===== config.mk =====
export PLATFORM = sky130hd
export DESIGN_NAME = imm_extend_pipe
export DESIGN_NICKNAME = d
export VERILOG_FILES = /design/src/rtl/imm_extend_pipe_pkg.sv /design/src/rtl/imm_extend_pipe_skid_buffer.sv /design/src/rtl/imm_extend_pipe.sv
export SDC_FILE = /design/constraint.sdc
export NUM_CORES = 1
export LEC_CHECK = 0
export ABC_CLOCK_PERIOD_IN_PS = 1610
export CAP_MARGIN = 30
export CORE_ASPECT_RATIO = 1.5
export CORE_MARGIN = 10
export CORE_UTILIZATION = 41
export DETAILED_ROUTE_END_ITERATION = 12
export PLACE_DENSITY = 0.66
export SYNTH_ARGS = -nofsm -noshare
export SYNTH_HDL_FRONTEND = slang
export SYNTH_HIERARCHICAL = 1
export SYNTH_SLANG_ARGS = --single-unit

===== constraint.sdc =====
create_clock -name clock -period 1.61 [get_ports clock]
set_input_delay 0.161 -clock clock [delete_from_list [all_inputs] [get_ports clock]]
set_output_delay 0.161 -clock clock [all_outputs]
set_load 0.005 [all_outputs]

===== src/rtl/imm_extend_pipe_pkg.sv =====
// Shared definitions for the immediate extender: mode encodings driven by the control unit.
package imm_extend_pipe_pkg;

    localparam logic [1:0] EXT_ZERO  = 2'd0;
    localparam logic [1:0] EXT_SIGN  = 2'd1;
    localparam logic [1:0] EXT_SHIFT = 2'd2;
    localparam logic [1:0] EXT_UPPER = 2'd3;

endpackage


===== src/rtl/imm_extend_pipe_skid_buffer.sv =====
// Two-entry valid/ready register slice: main output register plus one skid entry.
module skid_buffer #(
    parameter int unsigned WIDTH = 9
) (
    input  logic             clock,
    input  logic             reset,
    input  logic             in_valid,
    output logic             in_ready,
    input  logic [WIDTH-1:0] in_data,
    output logic             out_valid,
    input  logic             out_ready,
    output logic [WIDTH-1:0] out_data
);

    logic             skid_full;
    logic [WIDTH-1:0] skid_data;
    logic             in_fire_c;

    assign in_fire_c = in_valid & in_ready;
    // skid_full is a flop, so in_ready stays a registered output
    assign in_ready  = ~skid_full;

    always_ff @(posedge clock or posedge reset) begin
        if (reset) begin
            out_valid <= 1'b0;
            out_data  <= '0;
            skid_full <= 1'b0;
            skid_data <= '0;
        end else if (skid_full) begin
            // input is blocked; the skid entry moves up when main drains
            if (out_ready) begin
                out_data  <= skid_data;
                skid_full <= 1'b0;
            end
        end else if (in_fire_c) begin
            if (!out_valid || out_ready) begin
                out_valid <= 1'b1;
                out_data  <= in_data;
            end else begin
                skid_data <= in_data;
                skid_full <= 1'b1;
            end
        end else if (out_valid && out_ready) begin
            out_valid <= 1'b0;
        end
    end

endmodule


===== src/rtl/imm_extend_pipe.sv =====
// Pipelined immediate extender: zero/sign/sign-shift/upper modes with offset overflow flag.
module imm_extend_pipe
    import imm_extend_pipe_pkg::*;
#(
    parameter int unsigned IN_W  = 5,
    parameter int unsigned OUT_W = 8,
    parameter int unsigned SHIFT = 1
) (
    input  logic             clock,
    input  logic             reset,
    input  logic             in_valid,
    output logic             in_ready,
    input  logic [IN_W-1:0]  in_data,
    input  logic [1:0]       in_mode,
    output logic             out_valid,
    input  logic             out_ready,
    output logic [OUT_W-1:0] out_data,
    output logic             out_ovf
);

    localparam int unsigned PW = OUT_W + SHIFT;
    localparam int unsigned UP = OUT_W - IN_W;

    logic [PW-1:0]    shifted_c;
    logic [SHIFT:0]   hi_c;
    logic [OUT_W-1:0] ext_c;
    logic             ovf_c;
    logic [OUT_W:0]   out_word;

    // exact signed product fits in PW bits; overflow when the bits above OUT_W-1 disagree
    always_comb begin
        shifted_c = PW'($signed(in_data)) << SHIFT;
        hi_c      = shifted_c[PW-1:OUT_W-1];
        ext_c     = '0;
        ovf_c     = 1'b0;
        case (in_mode)
            EXT_ZERO:  ext_c = OUT_W'(in_data);
            EXT_SIGN:  ext_c = OUT_W'($signed(in_data));
            EXT_SHIFT: begin
                ext_c = shifted_c[OUT_W-1:0];
                ovf_c = ~((&hi_c) | ~(|hi_c));
            end
            default:   ext_c = OUT_W'(in_data) << UP;
        endcase
    end

    skid_buffer #(
        .WIDTH(OUT_W + 1)
    ) u_skid (
        .clock    (clock),
        .reset    (reset),
        .in_valid (in_valid),
        .in_ready (in_ready),
        .in_data  ({ovf_c, ext_c}),
        .out_valid(out_valid),
        .out_ready(out_ready),
        .out_data (out_word)
    );

    assign {out_ovf, out_data} = out_word;

endmodule


==> flow_results.org, run 1 <==
** STA
- Max Clk Rate :: 656.2 MHz
- Minimum period implied by the final worst setup slack :: 1524 ps
- Hold violation total from the final report :: 0
- After layout, the worst setup slack is 86.03 ps.
- Final setup skew :: 2.362 ps
- Pins over their slew limit :: 0
- Post-route fraction of the period consumed by the critical path :: 94.66%
- Setup repair after global routing left no endpoint under its margin.
- Final hold analysis gives a worst-case slack of 224.1 ps.
- Count of final setup violators :: 0

** GRT
- Via count of the first global-routing pass :: 787
- Entering global routing, the biggest net connects 21 pins.
- Summed over all layers, the global routing overflow is 0.
- The first global-routing pass estimated 3843 um of wire.
- For this run, the total global-route usage over all layers was measured as 9.210%.
- The initial antenna violation count is 0.

** Drt
- Count of routing violations after the opening detailed-route iteration :: 22
- Average wire per cell in the routed design :: 14.99 um
- Ratio of routed vias to standard cells :: 4.687
- Before antenna repair, the detailed router went through 3 iterations.
- The detail route stage leaves a number of antenna-violating nets equal to 0.
- Post-route DRC :: 0
- Wires add up to 2203 um.
- Vias post-DR :: 689

** Die
- For this design the top-level I/O count stands at 22.
- From left edge to right edge, the die measures 62.34 um.
- Number of core rows :: 23
- Effective utilization at floorplan :: 42.09%
- The core region is 0.002619 mm2.
- The floorplan step set the die height to 83.51 um.
- The die covers 0.005205 mm2.

** Logic synthesis
- Synthesized area :: 0.001102 mm2
- The share of the Yosys chip area taken by registers is 45.40%.
- Synth Area per Inst :: 13.78 um2
- Syn. warnings :: 6
- Number of standard cells after synthesis :: 80
- The largest total area in the synthesized netlist belongs to sky130_fd_sc_hd__dfrtp_1.
- The synthesized design contains 20 register bits.
- Summed over its instances, the top area cell type makes up 45.40% of the synthesized netlist area.
- In this run, distinct cell masters in the synthesized netlist total 22.
- Largest cells by area after synthesis :: sky130_fd_sc_hd__dfrtp_1 45%, sky130_fd_sc_hd__mux2_4 25%, sky130_fd_sc_hd__mux2_2 9.2%

** Clock network
- The clock passes through at most 2 buffers.
- In this run the number of H-tree levels came out at 1.
- Clock buffer count from CTS :: 3
- Gates resized during post-CTS repair numbered 0.
- Clock root buffer master :: sky130_fd_sc_hd__clkbuf_8
- Once the clock tree was built, the setup fixing pass inserted 0 buffers.
- After clock tree synthesis, the clock-pin slew on the worst setup and hold paths is 70 ps.
- Number of buffers inserted by hold repair at cts :: 0
- Clock insertion delay at the later pin of the skew report :: 260 ps
- TritonCTS clock tree :: built
- Number of clock sinks :: 20

** Critical path
- By startpoint and endpoint, the worst setup path is classified as reg -> out.
- Critical path arrival :: 1360 ps
- Required time of the critical path :: 1450 ps
- The worst setup path is launched from a flop.
- CP endpoint kind :: output pin
- Along the worst path, the maximum fanout reaches 9.

** Cells and area
- Fill cells in the final layout number 222.
- In the layout the commonest cells are 21 x sky130_fd_sc_hd__clkdlybuf4s50_1, 20 x sky130_fd_sc_hd__dfrtp_1, 18 x sky130_fd_sc_hd__mux2_4, 9 x sky130_fd_sc_hd__mux2_2, 6 x sky130_fd_sc_hd__buf_4.
- The final layout contains 122 nets.
- Most common cell after layout, fill and taps aside :: sky130_fd_sc_hd__clkdlybuf4s50_1
- Cells with a size suffix above 1 make up 39.09% of the layout.
- Share of the core filled with cells :: 56.38%
- The number of antenna diodes in the final layout is 0.
- Compared with the post-synthesis result, the final layout area differs by 33.94%.

** Hold path
- Type of the worst min-delay path :: in -> async

** Run status
- Result of the run :: finished clean

** Flow run
- Max-cap violations in this run came to 0.

** Power
- In this run the power density over the cells is 1248 mW/mm2.
- Peak supply drop :: 0.5822 mV
- For this design the static power due to leakage is 0.0006886 uW.

** Place
- Prior to clock tree synthesis, the placed netlist has a worst setup slack of -123.8 ps.
- The count of buffers added on input and output ports is 21.
- Placer Congestion :: 0.7553
- The wire-length estimate of the detail-placed layout is 1603 um.
## per-stage QoR
step	instance area [um2]	TNS (ps)	cells	total power [uW]
floorplan	1106	0	81	1163
global placement	1421	-625.7	143	1465
detailed placement	1421	-689.2	143	1475
CTS	1476	0	147	1876
global route	1476	0	147	1962
finish	1476	0	147	1842
## layout make-up
type / count / area, um2 / area share [%]
inverters: 5 / 18.77 / 1.271
multi-input cells: 51 / 540.5 / 36.61
clock buffers: 4 / 55.05 / 3.729
flip-flops and latches: 20 / 500.5 / 33.90
repair buffers: 30 / 315.3 / 21.36
well taps: 37 / 46.29 / 3.136
## cell usage after synthesis, drive strengths merged
master / number
nand3b: 1
mux2i: 4
nor2: 3
mux2: 27
o22a: 1
buf: 5
a22o: 2
o21ai: 4
and4: 1
conb: 1
a21oi: 2
dfrtp: 20
o21a: 1
and2b: 1
a21o: 1
inv: 5
nor2b: 1
## layer usage
layer  share of wire (%)  up-vias  global-route usage [%]
met5                   0        -                       0
met4                 2.5        0                   5.510
met3                 3.5        5                   2.285
met2                  51       12                   15.26
met1                  43      337                   10.30
li1                    -      335                       -
## sequential cells by signal (all words and copies together) (netlist names)
signal            count
u_skid/out_data       9
u_skid/out_valid      1
u_skid/skid_data      9
u_skid/skid_full      1
## cell families after synthesis
| family | after synthesis | synth area share [%] |
|---|---|---|
| compound gates | 11 | 6.471 |
| buf+inv | 10 | 5.901 |
| flops | 20 | 45.40 |
| mux | 31 | 37.34 |
| other cells | 1 | 0.3402 |
| simple gates | 7 | 4.540 |
## worst paths after layout
path | start | to | slack, ps | cells after the start
max in group asynchronous | reset | u_skid/out_data[1] | 1180 | 3
setup reg to reg | u_skid/skid_full | u_skid/out_data[7] | 180 | 3
hold reg to reg | u_skid/out_data[2] | u_skid/out_data[2] | 510 | 1
setup / recovery | u_skid/skid_full | in_ready | 90 | 2
min in group clock | u_skid/out_data[2] | u_skid/out_data[2] | 510 | 1
hold / removal | reset | u_skid/out_data[6] | 220 | 3
## power by group
part	total [uW]	switching, uW	internal, uW
clock	383	165	218
sequential	764	94.6	669
combinational	695	194	501
total	1840	453	1390
## critical path, stage by stage, from the launching register on
cell	delay, ps
sky130_fd_sc_hd__dfrtp_1	500
sky130_fd_sc_hd__inv_2	90
sky130_fd_sc_hd__clkdlybuf4s50_1	510
(Power assumes the default switching activity.)
==> inputs of run 2 (changes only) <==
--- a/config.mk
+++ b/config.mk
@@ -11,8 +11,8 @@
 export CORE_MARGIN = 10
 export CORE_UTILIZATION = 41
 export DETAILED_ROUTE_END_ITERATION = 12
-export PLACE_DENSITY = 0.66
+export PLACE_DENSITY = 0.67
+export SETUP_SLACK_MARGIN = 0.2
 export SYNTH_ARGS = -nofsm -noshare
 export SYNTH_HDL_FRONTEND = slang
-export SYNTH_HIERARCHICAL = 1
 export SYNTH_SLANG_ARGS = --single-unit
==> flow_results.org, run 2 <==
** Run status
- Result of the run: finished clean (unchanged).

** STA
- Fin Setup TNS :: 0 ps (unchanged)
- Setup repair after global routing missed its margin: true (was false).
- Slack of the critical path :: 180.3 ps (was 86.03 ps)
- The final setup violation count came to 0 (unchanged).
- Hold violation total from the final report :: 0 (unchanged)
- The max-slew violation total from the final report is 0 (unchanged).
- Max Clk Rate :: 699.4 MHz (was 656.2 MHz)
- Post-route fraction of the period consumed by the critical path :: 88.80% (was 94.66%)
- The worst clock skew on the final layout is 9.030 ps (was 2.362 ps).
- The worst hold slack across all endpoints came to 155.7 ps (was 224.1 ps).
- Minimum period implied by the final worst setup slack :: 1430 ps (was 1524 ps)

** Die
- Die span in y :: 79.79 um (was 83.51 um)
- The floorplan row count came to 21 (was 23).
- The count of pins on the block boundary came to 22 (unchanged).
- Effective utilization at floorplan :: 43.24% (was 42.09%)
- Die area :: 0.004776 mm2 (was 0.005205 mm2)
- The standard cell core area was 0.002260 mm2 (was 0.002619 mm2).
- Die X :: 59.86 um (was 62.34 um)

** Logic synthesis
- Largest cells by area after synthesis: sky130_fd_sc_hd__dfrtp_1 46%, sky130_fd_sc_hd__o21ai_0 7.2%, sky130_fd_sc_hd__mux2_4 6.1% (was sky130_fd_sc_hd__dfrtp_1 45%, sky130_fd_sc_hd__mux2_4 25%, sky130_fd_sc_hd__mux2_2 9.2%).
- Main synth FF type :: sky130_fd_sc_hd__dfrtp_1 (unchanged)
- The count of warnings emitted by yosys is 0 (was 6).
- Sequential area share after synthesis :: 46.09% (was 45.40%)
- Cell accounting for the most synthesized area :: sky130_fd_sc_hd__dfrtp_1 (unchanged)
- The number of nets handed over by synthesis was 110.
- Number of standard cells after synthesis :: 99 (was 80)
- Post-synth EDFFs :: 0 (unchanged)
- Fraction of synthesized cell area taken by the top area cell type :: 46.09% (was 45.40%)
- FF+latch count, synth :: 18 (was 20)
- Synthesized area :: 977.2 um2 (was 0.001102 mm2)
- Top cells by instance count after synthesis :: 18 x sky130_fd_sc_hd__dfrtp_1, 14 x sky130_fd_sc_hd__o21ai_0, 11 x sky130_fd_sc_hd__nand2_1, 7 x sky130_fd_sc_hd__nor2_1, 6 x sky130_fd_sc_hd__a211oi_1 (was 20 x sky130_fd_sc_hd__dfrtp_1, 18 x sky130_fd_sc_hd__mux2_4, 9 x sky130_fd_sc_hd__mux2_2, 4 x sky130_fd_sc_hd__inv_1, 4 x sky130_fd_sc_hd__mux2i_1)
- Synth Area per Inst :: 9.871 um2 (was 13.78 um2)
- The fraction of registers with async set or reset after synthesis is 100.0% (unchanged).
- Post-synth cell types :: 26 (was 22)
- Most common cell in the netlist :: sky130_fd_sc_hd__dfrtp_1 (unchanged)

** Cells and area
- Antenna cell count :: 0 (unchanged)
- The growth of design area from synthesis to finish is 34.19% (was 33.94%).
- The final-layout fill cell count was 206 (was 222).
- Top library cells by usage in the layout, fill and taps aside: 19 x sky130_fd_sc_hd__clkdlybuf4s50_1, 18 x sky130_fd_sc_hd__dfrtp_1, 14 x sky130_fd_sc_hd__o21ai_0, 13 x sky130_fd_sc_hd__buf_4, 11 x sky130_fd_sc_hd__nand2_1 (was 21 x sky130_fd_sc_hd__clkdlybuf4s50_1, 20 x sky130_fd_sc_hd__dfrtp_1, 18 x sky130_fd_sc_hd__mux2_4, 9 x sky130_fd_sc_hd__mux2_2, 6 x sky130_fd_sc_hd__buf_4).
- The multi-input gate area in the final layout is 469.2 um2 (was 540.5 um2).
- Most common cell after layout, fill and taps aside :: sky130_fd_sc_hd__clkdlybuf4s50_1 (unchanged)
- Fraction of layout cells with a size suffix above 1 :: 20.77% (was 39.09%)
- Leading registers by flop count: u_skid.out_data: 8 flops, u_skid.skid_data: 8 flops (was u_skid/out_data: 9 flops, u_skid/skid_data: 9 flops).
- The sequential cell area came to 450.4 um2 (was 500.5 um2).
- Final layout net count :: 142 (was 122)

** Clock network
- The total CTS buffers is 3 (unchanged).
- TritonCTS clock tree :: built (unchanged)
- Clock insertion delay at the later pin of the skew report :: 300 ps (was 260 ps)
- The number of clock sinks was 18 (was 20).
- The deepest clock path buffer count is 2 (unchanged).
- The number of H-tree branching levels is 1 (unchanged).
- The root buffer selected by CTS was sky130_fd_sc_hd__clkbuf_4 (was sky130_fd_sc_hd__clkbuf_8).
- Clock transition at path regs :: 110 ps (was 70 ps)

** Drt
- The overall via count from detail_route is 830 (was 689).
- The average wire per cell in the routed design came to 15.00 um (was 14.99 um).
- The via count normalized by instance count came to 5.425 (was 4.687).
- The number of remaining DRC errors was 0 (unchanged).
- The post-detailed-route count of antenna-violating nets came to 0 (unchanged).
- The total wire length was 2295 um (was 2203 um).
- The number of iterations in the first detailed-routing pass was 4 (was 3).
- The starting DRC count in detailed routing was 16 (was 22).

** GRT
- Routing usage on met3 :: 2.866% (was 2.285%)
- Global-route wire length before repair :: 3926 um (was 3843 um)
- Initial antenna violation count :: 0 (unchanged)
- Overflow left after global routing :: 0 (unchanged)
- Largest net degree at the start of global routing :: 19 (was 21)
- GRT met2 Usage :: 17.46% (was 15.26%)
- The total track usage came to 10.18% (was 9.210%).
- The number of global-route vias before repair is 890 (was 787).
- The fraction of met1 tracks used by global routing came to 11.12% (was 10.30%).
- The most crowded layer after global routing is met2 (unchanged).

** Critical path
- The arrival time of data at the critical path endpoint was 1620 ps (was 1360 ps).
- Critical path cell sequence: buf_6 -> o21ba_4 -> or2_4 -> mux2_4 (was inv_2 -> clkdlybuf4s50_1).
- The data required time of the worst path came to 1800 ps (was 1450 ps).
- Largest stage delay on the critical path :: 410 ps (was 510 ps)
- The critical-path maximum fanout is 8 (was 9).
- WS Path Type :: reg -> reg (was reg -> out)
- Startpoint type of the worst setup path :: flop (unchanged)
- Worst r2r path cells :: 4 (was 3)
- Max stage delay cell, worst path :: sky130_fd_sc_hd__dfrtp_1 (was sky130_fd_sc_hd__clkdlybuf4s50_1)
- The category of the worst setup path capture point is a flop (was output pin).

** Place
- The HPWL after detailed placement is 1717 um (was 1603 um).
- The worst setup timing slack at the placement stage was -104.2 ps (was -123.8 ps).
- Placer Congestion :: 0.7845 (was 0.7553)
- The port buffer count is 20 (was 21).

** Power
- The post-layout total power is 1481 uW (was 1842 uW).
- The leakage power is 0.0005922 uW (was 0.0006886 uW).
- The worst-case vdd ir drop came to 0.5045 mV (was 0.5822 mV).
- Cell Pwr Density :: 1130 mW/mm2 (was 1248 mW/mm2)

** Hold path
- Type of the worst min-delay path :: in -> async (unchanged)

** Flow run
- Max-cap violations :: 0 (unchanged)
==> run 2: changes by cell type in the layout (fill, tap and decap cells not counted), moves of 4 or more <==
cell	delta
sky130_fd_sc_hd__mux2_2	-7
sky130_fd_sc_hd__nand2_1	+11
sky130_fd_sc_hd__a211oi_1	+6
sky130_fd_sc_hd__nor2_1	+4
sky130_fd_sc_hd__o31ai_1	+4
sky130_fd_sc_hd__mux2_4	-14
sky130_fd_sc_hd__nand2b_1	+4
sky130_fd_sc_hd__buf_4	+7
sky130_fd_sc_hd__o21ai_0	+12
==> run 2: final cells by class <==
cell class	count	area share [%]
Timing Repair Buffer	35	24.33
Inverter	2	0.5725
Tap cell	23	2.195
Clock buffer	4	2.767
Sequential cell	18	34.35
Multi-Input combinational cell	71	35.78
==> run 2: per-layer routing <==
layer | part of all wire, % | routed length [um]
met1 | 41 | 939
met2 | 52 | 1186
met3 | 5.0 | 115
met4 | 2.4 | 55
met5 | 0 | 0
==> run 2: worst max-delay path, delay by kind of cell, from the launching register on <==
family,cells,cell delay [ps]
DFF,1,410
muxes,1,310
and+or+nand+nor,1,290
AOI/OAI and AO/OA,1,190
buffers and inverters,1,130
==> run 2: final timing paths <==
check                                    start                  end  slack (ps)
max                           u_skid.skid_full   u_skid.out_data[3]         180
min                                      reset   u_skid.out_data[0]         160
min reg2reg                u_skid.skid_data[5]  u_skid.skid_data[5]         490
min in group clock         u_skid.skid_data[5]  u_skid.skid_data[5]         490
max reg2reg                   u_skid.skid_full   u_skid.out_data[3]         180
max in group asynchronous                reset     u_skid.skid_full        1250
==> run 2: power by group <==
group	switching [uW]	total (uW)	internal [uW]
Combinational	208	539	332
Clock	149	287	138
Sequential	71.4	655	584
Total	428	1480	1050
==> run 2: cell families (layout without fill, tap and decap cells) <==
family,Yosys count,after routing,share of synthesized area (%)
muxes,8,8,10.50
and+or+nand+nor,28,28,14.09
DFF,18,18,46.09
AOI/OAI and AO/OA,34,34,22.79
buffers and inverters,10,41,6.145
other,1,1,0.3838
==> run 2: stage by stage <==
stage | area, um2 | std cells | util, %
after floorplan | 977.2 | 99 | -
after CTS | 1304 | 152 | 57.70
after detailed placement | 1244 | 146 | 55.04
after global routing | 1311 | 153 | 58.03
final | 1311 | 153 | 58.03
after global placement | 1244 | 146 | 55.04
==> run 2: timing repair <==
action / 4_1_cts / 5_1_grt
buffers inserted: 2 / 1
setup endpoints to repair: 10 / 9
hold buffers: 0 / 0
gates resized for setup: 4 / 0
==> inputs of run 3 (changes only) <==
--- a/config.mk
+++ b/config.mk
@@ -6,11 +6,11 @@
 export NUM_CORES = 1
 export LEC_CHECK = 0
 export ABC_CLOCK_PERIOD_IN_PS = 1610
-export CAP_MARGIN = 30
 export CORE_ASPECT_RATIO = 1.5
 export CORE_MARGIN = 10
 export CORE_UTILIZATION = 41
 export DETAILED_ROUTE_END_ITERATION = 12
+export HOLD_SLACK_MARGIN = 0.12
 export PLACE_DENSITY = 0.67
 export SETUP_SLACK_MARGIN = 0.2
 export SYNTH_ARGS = -nofsm -noshare
==> results of run 3 <==
No change in the layout: final DEF, timing and power equal those of run 2.
